===== src/rtl/id_hazard_if.sv =====
// Decode-stage hazard bus: fetch/decode/EX inputs and the IF/ID plus pipeline-control outputs.
`default_nettype none

interface id_hazard_if #(
  parameter int CNT_W = 16
);
  logic [31:0]      if_instr;
  logic [31:0]      if_pc;
  logic             if_valid;
  logic [6:0]       id_opcode;
  logic [4:0]       id_rs1;
  logic [4:0]       id_rs2;
  logic             ex_mem_read;
  logic [4:0]       ex_rd;
  logic             ex_redirect;
  logic             ex_md_start;
  logic             md_done;
  logic [31:0]      id_instr;
  logic [31:0]      id_pc;
  logic             id_flush;
  logic             pc_stall;
  logic             ex_bubble;
  logic             ex_hold;
  logic             md_timeout;
  logic [CNT_W-1:0] stall_cnt;

  modport slave (
    input  if_instr, if_pc, if_valid, id_opcode, id_rs1, id_rs2,
           ex_mem_read, ex_rd, ex_redirect, ex_md_start, md_done,
    output id_instr, id_pc, id_flush, pc_stall, ex_bubble, ex_hold,
           md_timeout, stall_cnt
  );

  modport master (
    output if_instr, if_pc, if_valid, id_opcode, id_rs1, id_rs2,
           ex_mem_read, ex_rd, ex_redirect, ex_md_start, md_done,
    input  id_instr, id_pc, id_flush, pc_stall, ex_bubble, ex_hold,
           md_timeout, stall_cnt
  );
endinterface

`default_nettype wire


===== src/rtl/id_hazard_ctrl.sv =====
// RV32I decode-stage hazard controller: IF/ID register, load-use, redirect and mul/div stalls.
// Mul/div wait state and watchdog are built only when ID_HAZARD_MULDIV_EN is defined.
`default_nettype none

module id_hazard_ctrl #(
  parameter int MD_TIMEOUT = 64,
  parameter int CNT_W      = 16
) (
  input  logic       clk,
  input  logic       rst_n,
  id_hazard_if.slave bus
);
  localparam logic [6:0] OP_REG    = 7'b0110011;
  localparam logic [6:0] OP_IMM    = 7'b0010011;
  localparam logic [6:0] OP_LOAD   = 7'b0000011;
  localparam logic [6:0] OP_STORE  = 7'b0100011;
  localparam logic [6:0] OP_BRANCH = 7'b1100011;
  localparam logic [6:0] OP_JALR   = 7'b1100111;

  logic [31:0]      id_instr_q;
  logic [31:0]      id_pc_q;
  logic             id_valid;
  logic [CNT_W-1:0] stall_cnt_q;

  logic uses_rs1;
  logic uses_rs2;
  logic lu_hazard;
  logic in_md;
  logic md_busy;
  logic md_start;
  logic stall_c;
  logic bubble_c;
  logic hold_c;
  logic id_load;
  logic id_squash;

  always_comb begin
    uses_rs1 = 1'b0;
    uses_rs2 = 1'b0;
    case (bus.id_opcode)
      OP_REG, OP_STORE, OP_BRANCH: begin
        uses_rs1 = 1'b1;
        uses_rs2 = 1'b1;
      end
      OP_IMM, OP_LOAD, OP_JALR: uses_rs1 = 1'b1;
      default: ;
    endcase
  end

  assign lu_hazard = id_valid & bus.ex_mem_read & (bus.ex_rd != 5'd0) &
                     ((uses_rs1 & (bus.ex_rd == bus.id_rs1)) |
                      (uses_rs2 & (bus.ex_rd == bus.id_rs2)));

`ifdef ID_HAZARD_MULDIV_EN
  typedef enum logic [0:0] {
    ST_RUN     = 1'b0,
    ST_MD_WAIT = 1'b1
  } state_t;

  localparam int WD_W = (MD_TIMEOUT > 2) ? $clog2(MD_TIMEOUT) : 1;

  state_t          state;
  logic [WD_W-1:0] wd_cnt;
  logic            md_to;
  logic            wd_hit;

  assign in_md    = (state == ST_MD_WAIT);
  assign md_busy  = in_md & ~bus.md_done;
  // A redirect in the same cycle kills the mul/div op before it can occupy EX.
  assign md_start = ~in_md & ~bus.ex_redirect & bus.ex_md_start;
  assign wd_hit   = (wd_cnt == WD_W'(MD_TIMEOUT - 1));

  always_ff @(posedge clk or negedge rst_n) begin
    if (!rst_n) begin
      state  <= ST_RUN;
      wd_cnt <= '0;
      md_to  <= 1'b0;
    end else begin
      case (state)
        ST_RUN: begin
          if (md_start) begin
            state  <= ST_MD_WAIT;
            wd_cnt <= '0;
          end
        end
        ST_MD_WAIT: begin
          if (bus.md_done) begin
            state <= ST_RUN;
          end else if (wd_hit) begin
            md_to <= 1'b1;
            state <= ST_RUN;
          end else begin
            wd_cnt <= wd_cnt + 1'b1;
          end
        end
        default: state <= ST_RUN;
      endcase
    end
  end

  assign bus.md_timeout = md_to;
`else
  localparam int unused_md_timeout = MD_TIMEOUT;
  logic unused_md;

  assign unused_md      = bus.ex_md_start ^ bus.md_done;
  assign in_md          = 1'b0;
  assign md_busy        = 1'b0;
  assign md_start       = 1'b0;
  assign bus.md_timeout = 1'b0;
`endif

  always_comb begin
    stall_c   = 1'b0;
    bubble_c  = 1'b0;
    hold_c    = 1'b0;
    id_load   = 1'b0;
    id_squash = 1'b0;
    if (in_md) begin
      if (md_busy) begin
        stall_c = 1'b1;
        hold_c  = 1'b1;
      end else begin
        id_load = 1'b1;
      end
    end else if (bus.ex_redirect) begin
      bubble_c  = 1'b1;
      id_squash = 1'b1;
    end else if (md_start) begin
      id_load = 1'b1;
    end else if (lu_hazard) begin
      stall_c  = 1'b1;
      bubble_c = 1'b1;
    end else begin
      id_load = 1'b1;
    end
  end

  always_ff @(posedge clk or negedge rst_n) begin
    if (!rst_n) begin
      id_instr_q  <= 32'd0;
      id_pc_q     <= 32'd0;
      id_valid    <= 1'b0;
      stall_cnt_q <= '0;
    end else begin
      if (id_squash) begin
        id_instr_q <= 32'd0;
        id_valid   <= 1'b0;
      end else if (id_load) begin
        id_instr_q <= bus.if_instr;
        id_pc_q    <= bus.if_pc;
        id_valid   <= bus.if_valid;
      end
      if (stall_c && (stall_cnt_q != {CNT_W{1'b1}})) begin
        stall_cnt_q <= stall_cnt_q + 1'b1;
      end
    end
  end

  // Controls are held low while reset is asserted, regardless of inputs.
  assign bus.pc_stall  = stall_c & rst_n;
  assign bus.ex_bubble = bubble_c & rst_n;
  assign bus.ex_hold   = hold_c & rst_n;
  assign bus.id_instr  = id_instr_q;
  assign bus.id_pc     = id_pc_q;
  assign bus.id_flush  = ~id_valid;
  assign bus.stall_cnt = stall_cnt_q;

endmodule

`default_nettype wire


===== src/flat_wrapper.sv =====
// flat-port wrapper written by rule: the top's interface ports become plain ports
module id_hazard_ctrl_flat 
#(
  parameter int MD_TIMEOUT = 64,
  parameter int CNT_W      = 16
)
  (clk, rst_n, bus_if_instr, bus_if_pc, bus_if_valid, bus_id_opcode, bus_id_rs1, bus_id_rs2, bus_ex_mem_read, bus_ex_rd, bus_ex_redirect, bus_ex_md_start, bus_md_done, bus_id_instr, bus_id_pc, bus_id_flush, bus_pc_stall, bus_ex_bubble, bus_ex_hold, bus_md_timeout, bus_stall_cnt);
  id_hazard_if #(.CNT_W(CNT_W)) bus_i ();
  input  logic clk;
  input  logic rst_n;
  input wire logic [$bits(bus_i.if_instr)-1:0] bus_if_instr;
  input wire logic [$bits(bus_i.if_pc)-1:0] bus_if_pc;
  input wire logic [$bits(bus_i.if_valid)-1:0] bus_if_valid;
  input wire logic [$bits(bus_i.id_opcode)-1:0] bus_id_opcode;
  input wire logic [$bits(bus_i.id_rs1)-1:0] bus_id_rs1;
  input wire logic [$bits(bus_i.id_rs2)-1:0] bus_id_rs2;
  input wire logic [$bits(bus_i.ex_mem_read)-1:0] bus_ex_mem_read;
  input wire logic [$bits(bus_i.ex_rd)-1:0] bus_ex_rd;
  input wire logic [$bits(bus_i.ex_redirect)-1:0] bus_ex_redirect;
  input wire logic [$bits(bus_i.ex_md_start)-1:0] bus_ex_md_start;
  input wire logic [$bits(bus_i.md_done)-1:0] bus_md_done;
  output wire logic [$bits(bus_i.id_instr)-1:0] bus_id_instr;
  output wire logic [$bits(bus_i.id_pc)-1:0] bus_id_pc;
  output wire logic [$bits(bus_i.id_flush)-1:0] bus_id_flush;
  output wire logic [$bits(bus_i.pc_stall)-1:0] bus_pc_stall;
  output wire logic [$bits(bus_i.ex_bubble)-1:0] bus_ex_bubble;
  output wire logic [$bits(bus_i.ex_hold)-1:0] bus_ex_hold;
  output wire logic [$bits(bus_i.md_timeout)-1:0] bus_md_timeout;
  output wire logic [$bits(bus_i.stall_cnt)-1:0] bus_stall_cnt;
  assign bus_i.if_instr = bus_if_instr;
  assign bus_i.if_pc = bus_if_pc;
  assign bus_i.if_valid = bus_if_valid;
  assign bus_i.id_opcode = bus_id_opcode;
  assign bus_i.id_rs1 = bus_id_rs1;
  assign bus_i.id_rs2 = bus_id_rs2;
  assign bus_i.ex_mem_read = bus_ex_mem_read;
  assign bus_i.ex_rd = bus_ex_rd;
  assign bus_i.ex_redirect = bus_ex_redirect;
  assign bus_i.ex_md_start = bus_ex_md_start;
  assign bus_i.md_done = bus_md_done;
  assign bus_id_instr = bus_i.id_instr;
  assign bus_id_pc = bus_i.id_pc;
  assign bus_id_flush = bus_i.id_flush;
  assign bus_pc_stall = bus_i.pc_stall;
  assign bus_ex_bubble = bus_i.ex_bubble;
  assign bus_ex_hold = bus_i.ex_hold;
  assign bus_md_timeout = bus_i.md_timeout;
  assign bus_stall_cnt = bus_i.stall_cnt;
  id_hazard_ctrl #(.MD_TIMEOUT(MD_TIMEOUT), .CNT_W(CNT_W)) u_core (.clk(clk), .rst_n(rst_n), .bus(bus_i));
endmodule

===== config.mk =====
export PLATFORM = sky130hd
export DESIGN_NAME = id_hazard_ctrl_flat
export DESIGN_NICKNAME = d
export VERILOG_FILES = /design/src/rtl/id_hazard_if.sv /design/src/rtl/id_hazard_ctrl.sv /design/src/flat_wrapper.sv
export SDC_FILE = /design/constraint.sdc
export NUM_CORES = 1
export LEC_CHECK = 0
export CORE_ASPECT_RATIO = 0.75
export CORE_MARGIN = 2
export CORE_UTILIZATION = 36
export CTS_CLUSTER_SIZE = 20
export DETAILED_ROUTE_END_ITERATION = 10
export PLACE_DENSITY = 0.72
export SLEW_MARGIN = 20
export SYNTH_ARGS = -nofsm -noshare
export SYNTH_HDL_FRONTEND = slang
export SYNTH_SLANG_ARGS = --single-unit

===== constraint.sdc =====
create_clock -name clk -period 2.4 [get_ports clk]
set_input_delay 0.48 -clock clk [delete_from_list [all_inputs] [get_ports clk]]
set_output_delay 0.48 -clock clk [all_outputs]
set_load 0.01 [all_outputs]

==> After elaboration in Yosys (flattened, before gate mapping) <==
Index checks and enable logic that the tools add are counted.
{ "op_classes": {"reduce_logical": 6, "add_sub_neg": 1, "n_eq_ne": 9, "n_mux": 12, "n_bitwise": 10} }
{ "op_table": {"columns": ["cell", "n"], "rows": [
  ["2-to-1 mux 32 bit", 2],
  ["adder 16 x 1 -> 16 bit (second input constant)", 1],
  ["!= test 16 bit (second input constant)", 1],
  ["== test 7 x 6 -> 1 bit (second input constant)", 2],
  ["== test 7 bit (second input constant)", 2],
  ["== test 5 bit", 2],
  ["2-to-1 mux 1 bit", 10],
  ["bitwise AND 1 bit", 7],
  ["== test 7 x 2 -> 1 bit (second input constant)", 1],
  ["== test 7 x 5 -> 1 bit (second input constant)", 1],
  ["OR reduction 6 bit", 1],
  ["nonzero test 5 bit", 1],
  ["OR reduction 3 bit", 1],
  ["NOT 1 bit", 2],
  ["AND reduction 2 bit", 1],
  ["nonzero test 2 bit", 1],
  ["logical AND 1 bit", 1],
  ["bitwise OR 1 bit", 1]
]} }
{ "word_totals": {"regBits": 81, "out_inout_bits": 85} }

==> Logic depth before layout (Yosys ltp) <==
Gate-level depths: netlist (run 1).
{ "depth": {"depth_word": 10, "ltp_mapped": 7} }

==> Worst setup path before layout (run 1) <==
Ideal clock, no wire load.
{ "synth_timing": {"path_kind": "input to output", "start": "input port bus_ex_rd[0]", "end": "output port bus_ex_bubble", "t_arrival_ps": 1835, "path_stages": 6, "required_time_ps": 1920, "path_slack_ps": 85, "path_cell_list": "or4_1 o211a_1 buf_6 a21oi_4 buf_6 nor2b_1"} }
{ "synth_between": {"elab_chain_len": 7, "word_cells_on_any_way": 11, "cone_classes": "2 x eq/ne; 2 x mux; 6 x bitwise; 1 x reduce/logical"} }
{ "synth_rtl": {"columns": ["item", "line", "source"], "rows": [
  ["start, declared", "flat_wrapper.sv:18", "input wire logic [$bits(bus_i.ex_rd)-1:0] bus_ex_rd;"],
  ["== test 5 bit (on tied branches)", "id_hazard_ctrl.sv:51, id_hazard_ctrl.sv:52", null],
  ["bitwise AND 1 bit (on tied branches)", "id_hazard_ctrl.sv:51, id_hazard_ctrl.sv:52", null],
  ["bitwise OR 1 bit", "id_hazard_ctrl.sv:51", "((uses_rs1 & (bus.ex_rd == bus.id_rs1)) |"],
  ["bitwise AND 1 bit (*)", "id_hazard_ctrl.sv:50", "assign lu_hazard = id_valid & bus.ex_mem_read & (bus.ex_rd != 5'd0) &"],
  ["2-to-1 mux 1 bit (*)", "id_hazard_ctrl.sv:131", "end else if (lu_hazard) begin"],
  ["2-to-1 mux 1 bit (*)", "id_hazard_ctrl.sv:126", "end else if (bus.ex_redirect) begin"],
  ["bitwise AND 1 bit (*)", "id_hazard_ctrl.sv:162", "assign bus.ex_bubble = bubble_c & rst_n;"],
  ["end, declared", "flat_wrapper.sv:26", "output wire logic [$bits(bus_i.ex_bubble)-1:0] bus_ex_bubble;"]
]} }
Mark *: on every way between the ends. The rest lies on a longest branch, timed or not.

==> Worst setup path in the final report (run 1) <==
{ "layout_timing": {"start": "input port bus_ex_rd[3]", "end": "output port bus_ex_bubble"} }
The elaborated chain is that of the path after synthesis.

==> results of run 1 <==
-- layout make-up --
| type | count | area share |
|---|---|---|
| Timing Repair Buffer | 190 | 0.320 |
| Tap cell | 132 | 0.0283 |
| Multi-Input combinational cell | 214 | 0.254 |
| Clock buffer | 10 | 0.0409 |
| Sequential cell | 81 | 0.347 |
| Inverter | 1 | 0.000642 |
| Clock inverter | 6 | 0.00878 |
-- timing repair --
item,4_1_cts,5_1_grt
pin swaps,4,16
setup buffers,1,0
resized for setup,19,14
hold endpoints to repair,1,0
hold buffers,1,0
setup endpoints to repair,39,39
-- worst paths after layout --
check / from / to / slack [ns] / depth (start not counted)
worst max-delay path: bus_ex_rd[3] / bus_ex_bubble / 0.03 / 6
worst min-delay path: bus_ex_redirect / u_core.bus.id_instr[27] / 0.49 / 2
worst max register to register: u_core.id_valid / u_core.bus.stall_cnt[4] / 0.38 / 7
worst min register to register: u_core.bus.stall_cnt[6] / u_core.bus.stall_cnt[6] / 0.50 / 1
max in group asynchronous: rst_n / u_core.bus.id_pc[20] / 1.04 / 3
min in group asynchronous: rst_n / u_core.bus.id_instr[0] / 0.52 / 2
-- power groups by stage --
stage	clock network, W	logic (W)	registers, W
2_1_floorplan	0	0.000143	0.00155
3_3_place_gp	0	0.000559	0.00151
3_5_place_dp	0	0.000567	0.00152
4_1_cts	0.00135	0.000570	0.00149
5_1_grt	0.00140	0.000607	0.00150
6_report	0.00131	0.000564	0.00149
-- stage by stage --
stage	utilization	cells	total power, W	area, µm²	setup slack [ns]
2_1_floorplan	-	322	0.00170	3610	0.0854
3_3_place_gp	0.566	616	0.00207	5490	-0.558
3_5_place_dp	0.566	616	0.00208	5490	-0.606
4_1_cts	0.598	634	0.00341	5800	-0.00244
5_1_grt	0.603	634	0.00351	5840	-0.0497
6_report	0.603	634	0.00336	5840	0.0333
-- state kept, by name, indices dropped and copies added (netlist names) --
signal	count
u_core.id_valid	1
u_core.bus.stall_cnt	16
u_core.bus.id_instr	32
u_core.bus.id_pc	32
-- kinds of logic (layout without fill, tap and decap cells) --
family / count (synthesis) / after routing
buf+inv: 27 / 207
compound gates: 72 / 72
flops: 81 / 81
fa+ha+maj: 1 / 1
mux: 34 / 34
other cells: 1 / 2
simple gates: 81 / 81
xor+xnor: 24 / 24
-- synth_stat cells (all sizes together) --
library cell   n  area [µm²]
inv            1        3.75
nand4          8        50.1
nand2          6        22.5
nor3           5        25.0
nand2b         1        6.26
o211a          1        10.0
nor2b          1        6.26
or4            2        15.0
ha             1        12.5
xnor2         10        87.6
and4           2        17.5
mux2          34         383
nor4           9        56.3
and2           1        6.26
a21oi         35         186
conb           1        3.75
nor2           3        11.3
nand3b         2        15.0
xor2          14         123
o21ai         33         165
o211ai         1        7.51
clkbuf        19        71.3
o22ai          1        6.26
buf            7        65.1
nor4b          3        26.3
o22a           1        8.76
dfrtp         81        2030
nand3         36         180
and3           2        12.5
-- routing by layer --
layer / vias to the layer above / part of all wire
met4: 0 / 0.022
met3: 24 / 0.069
met1: 1533 / 0.45
met5: - / 0
met2: 128 / 0.46
li1: 1524 / -
==> results by group, run 1 <==
Run status
  – Status: complete, no violations

Yosys
  – Simple-Gate Fraction of Synth Area: 0.125
  – Distinct cell type count after synthesis: 33
  – Mean Syn Cell Area: 11.2 µm²
  – Largest family of logic cells by synthesized area: simple AND/OR/NAND/NOR gates
  – Sequential area share after synthesis: 0.561
  – Warnings from Yosys: 0
  – FF+latch count, synth: 81
  – Post-Synthesis Cells: 321
  – Mux contribution to synthesized area: 0.106
  – Compound-Gate Fraction of Synth Area: 0.106
  – Synth Area in Adders: 0.00347
  – XOR/XNOR share of the synthesized area: 0.0582
  – Synthesized cell area: 0.00361 mm²

Global route
  – GR Util met3: 0.0638
  – Antenna violations before repair: 0
  – M2 GR Usage: 0.300
  – Number of global-route vias before repair: 3,226
  – Busiest layer in global routing: met2
  – First-pass GRT wire length: 16,500 µm
  – Met1 Track Usage GR: 0.250
  – Grt total ovfl: 0
  – Largest net degree at the start of global routing: 54
  – GRT Total Usage: 0.191

Placement
  – RePlAce Congestion: 0.803
  – Port bufs: 173
  – Dpl hpwl: 7300 µm

Critical path
  – Slowest-stage cell, CP: or4_4
  – CP arrival: 1.89 ns
  – Worst-path fanout max: 2
  – Startpoint type of the worst setup path: input port
  – Setup crit end kind: primary output
  – CP required: 1.92 ns
  – Buf+Inv Stages, Crit Path: 2
  – Critical Path, Cell by Cell: dlygate4sd2_1 > or4_4 > o211a_4 > a21oi_4 > nor2b_1 > buf_2
  – Crit path kind: in -> out
  – Max incr delay on CP: 0.55 ns
  – Top delay family on crit path: simple AND/OR/NAND/NOR gates

Power and ir drop
  – Cell area power density: 575 mW/mm²
  – Sw frac: 0.244
  – Logic pwr share: 0.168
  – Net Switching: 0.000821 W
  – Leak: 2.45 nW
  – Int Pwr: 0.00254 W
  – Clock group share of total power: 0.389
  – Seq pwr share: 0.443
  – Worst vdd ir: 333 µV

Die
  – Initial Utilization: 0.372
  – Ports: 178
  – Die X: 120 µm
  – Full die area: 0.0109 mm²
  – Rows: 31
  – CORE AREA: 0.00970 mm²
  – Die Height: 90.7 µm

Detailed routing
  – Final WL: 10,300 µm
  – 1st-iter DRT viols: 153
  – Iteration count of the initial detailed-routing pass: 4
  – Post-route antenna net violation count: 0
  – WL/cell: 16.3 µm
  – Via/cell ratio: 5.06
  – DRC Markers: 0
  – Vias: 3,209

Clock tree
  – Later-pin clock latency in the skew report: 0.33 ns
  – Inserted Clock Buffers: 9
  – Worst-path clk slew: 0.06 ns
  – TritonCTS clock tree: done
  – H-tree levels: 3
  – Clk buf depth: 2
  – Clock sink count: 81
  – Root Driver: clkbuf_16

Finish
  – Ant diodes: 0
  – Layout cells sized above 1: 0.153
  – Area Overhead vs Synth: 61.8%
  – Multi-input combinational cell area: 0.00149 mm²
  – Commonest non-fill, non-tap cell in the layout: clkdlybuf4s50_1
  – Final net count: 591
  – Commonest non-fill, non-tap cells in the layout: clkdlybuf4s50_1 (154), dfrtp_1 (81), nand3_1 (36), mux2_2 (33), a21oi_1 (33)
  – Fillers: 789
  – Register Area: 0.00203 mm²

Timing
  – Setup TNS: 0 ns
  – Final Setup Violations: 0
  – Pins Over Slew Limit: 0
  – Tmin final: 2.37 ns
  – Fmax: 423 MHz
  – Slew at the pin closest to its max-slew limit: 0.682 ns
  – Fin crit share: 0.986
  – Max Clock Skew: 0.00279 ns
  – Final Hold Fails: 0
  – Min Hold Slack: 0.491 ns
  – Relative slew slack: 0.546

Min path
  – Hold/Removal Path Class: in -> reg

Run
  – Total of max-cap violations: 0
(Power assumes the default switching activity.)
==> run 2: changes to the inputs <==
--- a/config.mk
+++ b/config.mk
@@ -10,6 +10,7 @@
 export CORE_UTILIZATION = 36
 export CTS_CLUSTER_SIZE = 20
 export DETAILED_ROUTE_END_ITERATION = 10
+export GPL_TIMING_DRIVEN = 0
 export PLACE_DENSITY = 0.72
 export SLEW_MARGIN = 20
 export SYNTH_ARGS = -nofsm -noshare
==> constraint.sdc (replaced) <==
create_clock -name clk -period 2.4 [get_ports clk]
set_input_delay 0.6 -clock clk [delete_from_list [all_inputs] [get_ports clk]]
set_output_delay 0.6 -clock clk [all_outputs]
set_load 0.01 [all_outputs]
==> run 2 against run 1 <==
Against the previous run:
- the run now ends with setup timing left
- combinational power is 3.9% higher
- highest routed layer unchanged
- routed wire length increased by 1.1%
- first-iteration DRC count grew 9.2%
- critical path type unchanged
- setup slack worse by 0.16 ns
- sequential power about the same
- largest power group unchanged
==> results by group, run 2 (same netlist as run 1, synthesis figures left out) <==
Run status
  – Status: complete, but fails checks (was complete, no violations)
  – Failing checks: setup timing

Timing
  – Max Clock Skew: 0.00415 ns (was 0.00279 ns)
  – Pins Over Slew Limit: 0 (unchanged)
  – Setup ws final: -0.125 ns (was 0.0333 ns)
  – Fmax: 396 MHz (was 423 MHz)
  – Final Hold Fails: 0 (unchanged)
  – Relative slew slack: 0.628 (was 0.546)
  – RSZ-0062 raised after global routing: true
  – Fin crit share: 1.05 (was 0.986)
  – Slew at the pin closest to its max-slew limit: 0.557 ns (was 0.682 ns)
  – Final Setup Violations: 2 (was 0)
  – Tmin final: 2.53 ns (was 2.37 ns)

Min path
  – Hold/Removal Path Class: in -> async (was in -> reg)

Placement
  – RePlAce Congestion: 0.817 (was 0.803)
  – Placed Instance Area: 0.00555 mm² (was 0.00549 mm²)
  – Dpl hpwl: 7530 µm (was 7300 µm)
  – Inst Count DP: 627 (was 616)
  – Port bufs: 172 (was 173)

Detailed routing
  – WL/cell: 16.0 µm (was 16.3 µm)
  – Uppermost layer routed: met4 (unchanged)
  – WL met1: 4680 µm (was 4650 µm)
  – Via/cell ratio: 5.11 (was 5.06)
  – Iteration count of the initial detailed-routing pass: 4 (unchanged)
  – DRC Markers: 0 (unchanged)
  – Post-route antenna net violation count: 0 (unchanged)
  – Final WL: 10,500 µm (was 10,300 µm)
  – WL met3: 979 µm (was 719 µm)
  – Vias: 3,334 (was 3,209)
  – 1st-iter DRT viols: 167 (was 153)
  – Met2 wire len: 4720 µm (was 4750 µm)

Critical path
  – Setup crit end kind: primary output (unchanged)
  – Crit path kind: in -> out (unchanged)
  – Reg2reg end: u_core.bus.stall_cnt[1] (was u_core.bus.stall_cnt[4])
  – Startpoint type of the worst setup path: input port (unchanged)
  – RR Startpoint: u_core.id_valid (unchanged)
  – Worst reg2reg path depth: 6 (was 7)
  – Worst-path fanout max: 3 (was 2)
  – R2r setup slk: 0.39 ns (was 0.38 ns)
  – CP required: 1.80 ns (was 1.92 ns)
  – CP arrival: 1.93 ns (was 1.89 ns)

Global route
  – Number of global-route vias before repair: 3,321 (was 3,226)
  – Grt total ovfl: 0 (unchanged)
  – Largest net degree at the start of global routing: 52 (was 54)
  – First-pass GRT wire length: 16,800 µm (was 16,500 µm)
  – Antenna violations before repair: 0 (unchanged)
  – GRT Total Usage: 0.195 (was 0.191)

Die
  – Full die area: 0.0109 mm² (unchanged)
  – Ports: 178 (unchanged)
  – Die Height: 90.7 µm (unchanged)
  – Die X: 120 µm (unchanged)
  – Rows: 31 (unchanged)
  – CORE AREA: 0.00970 mm² (unchanged)
  – Initial Utilization: 0.372 (unchanged)

Finish
  – Area Overhead vs Synth: 65.9% (was 61.8%)
  – Layout cells sized above 1: 0.187 (was 0.153)
  – Commonest non-fill, non-tap cell in the layout: clkdlybuf4s50_1 (unchanged)
  – Ant diodes: 0 (unchanged)
  – Commonest non-fill, non-tap cells in the layout: clkdlybuf4s50_1 (147), dfrtp_1 (81), nand3_1 (36), mux2_2 (33), a21oi_1 (33) (was clkdlybuf4s50_1 (154), dfrtp_1 (81), nand3_1 (36), mux2_2 (33), a21oi_1 (33))
  – Layout Cells excl Fill: 652 (was 634)
  – Design area: 0.00599 mm² (was 0.00584 mm²)
  – Final net count: 609 (was 591)

Clock tree
  – H-tree levels: 3 (unchanged)
  – Clock sink count: 81 (unchanged)
  – Clk buf depth: 2 (unchanged)
  – Worst-path clk slew: 0.06 ns (about the same)
  – Root Driver: clkbuf_16 (unchanged)
  – Later-pin clock latency in the skew report: 0.33 ns (about the same)
  – Inserted Clock Buffers: 9 (unchanged)
  – Post-CTS Hold Buffers: 0 (was 1)
  – TritonCTS clock tree: done (unchanged)

Power and ir drop
  – Worst vdd ir: 362 µV (was 333 µV)
  – Leak: 2.49 nW (was 2.45 nW)
  – Cell area power density: 582 mW/mm² (was 575 mW/mm²)
  – Total Power: 0.00349 W (was 0.00336 W)

Run
  – Total of max-cap violations: 0 (unchanged)
==> run 2: cell types whose count changed in the layout (fill, tap and decap cells not counted), moves of 4 or more <==
cell,previous run,this run
xnor2_2,1,6
dlygate4sd2_1,5,10
buf_6,0,4
buf_2,3,7
xnor2_1,9,4
clkdlybuf4s50_1,154,147
dlymetal6s2s_1,10,1
clkbuf_1,0,15
==> run 2: area by class of cell <==
class,instances,area (µm²)
Sequential cell,81,2030
Tap cell,132,165
Clock buffer,10,239
Timing Repair Buffer,186,1810
Buffer,22,116
Inverter,1,3.75
Multi-Input combinational cell,214,1560
Clock inverter,6,72.6
Fill cell,792,3710
==> run 2: worst max path at each step <==
stage                                 from             to  slack, ns  cells past startpoint
after floorplan               bus_ex_rd[0]  bus_ex_bubble      -0.12                      6
after global placement               rst_n   bus_pc_stall      -3.13                      3
after detailed placement      bus_ex_rd[1]  bus_ex_bubble      -1.42                      8
after CTS                     bus_ex_rd[3]  bus_ex_bubble      -0.24                      8
after global routing      bus_id_opcode[3]   bus_pc_stall      -0.15                      6
final                         bus_ex_rd[3]  bus_ex_bubble      -0.13                      6
==> run 2: layer usage <==
metal  vias up  track usage
li1       1557            -
met1      1588        0.259
met2       181        0.304
met3         8       0.0631
met4         0       0.0627
met5         -            0
==> run 2: what timing repair did <==
| action | 4_1_cts | 5_1_grt |
|---|---|---|
| pin swaps | 19 | 13 |
| buffers inserted | 12 | 1 |
| resized for setup | 82 | 8 |
| endpoints found under the setup margin | 76 | 3 |
| cloned | 0 | 0 |
==> run 2: report_power, final <==
part	leakage [nW]	internal (W)	total, W	switching [W]
sequential	1.02	0.00145	0.00149	0.0000428
clock	0.150	0.000847	0.00141	0.000564
combinational	1.32	0.000364	0.000586	0.000222
total	2.49	0.00266	0.00349	0.000829
==> run 2: metrics by stage <==
step	TNS, ns	hold slack, ns	setup WS [ns]	utilization
2_1_floorplan	-0.118	0.304	-0.118	-
3_3_place_gp	-222.63	0.471	-3.13	0.570
3_5_place_dp	-45.98	0.495	-1.42	0.573
4_1_cts	-0.326	0.220	-0.241	0.617
5_1_grt	-0.286	0.241	-0.147	0.618
6_report	-0.196	0.219	-0.125	0.618
==> run 2: critical path: stages <==
cell	delay [ns]
buf_8	0.09
or4_4	0.53
o211a_4	0.29
a21oi_4	0.23
nor2b_4	0.06
buf_6	0.12
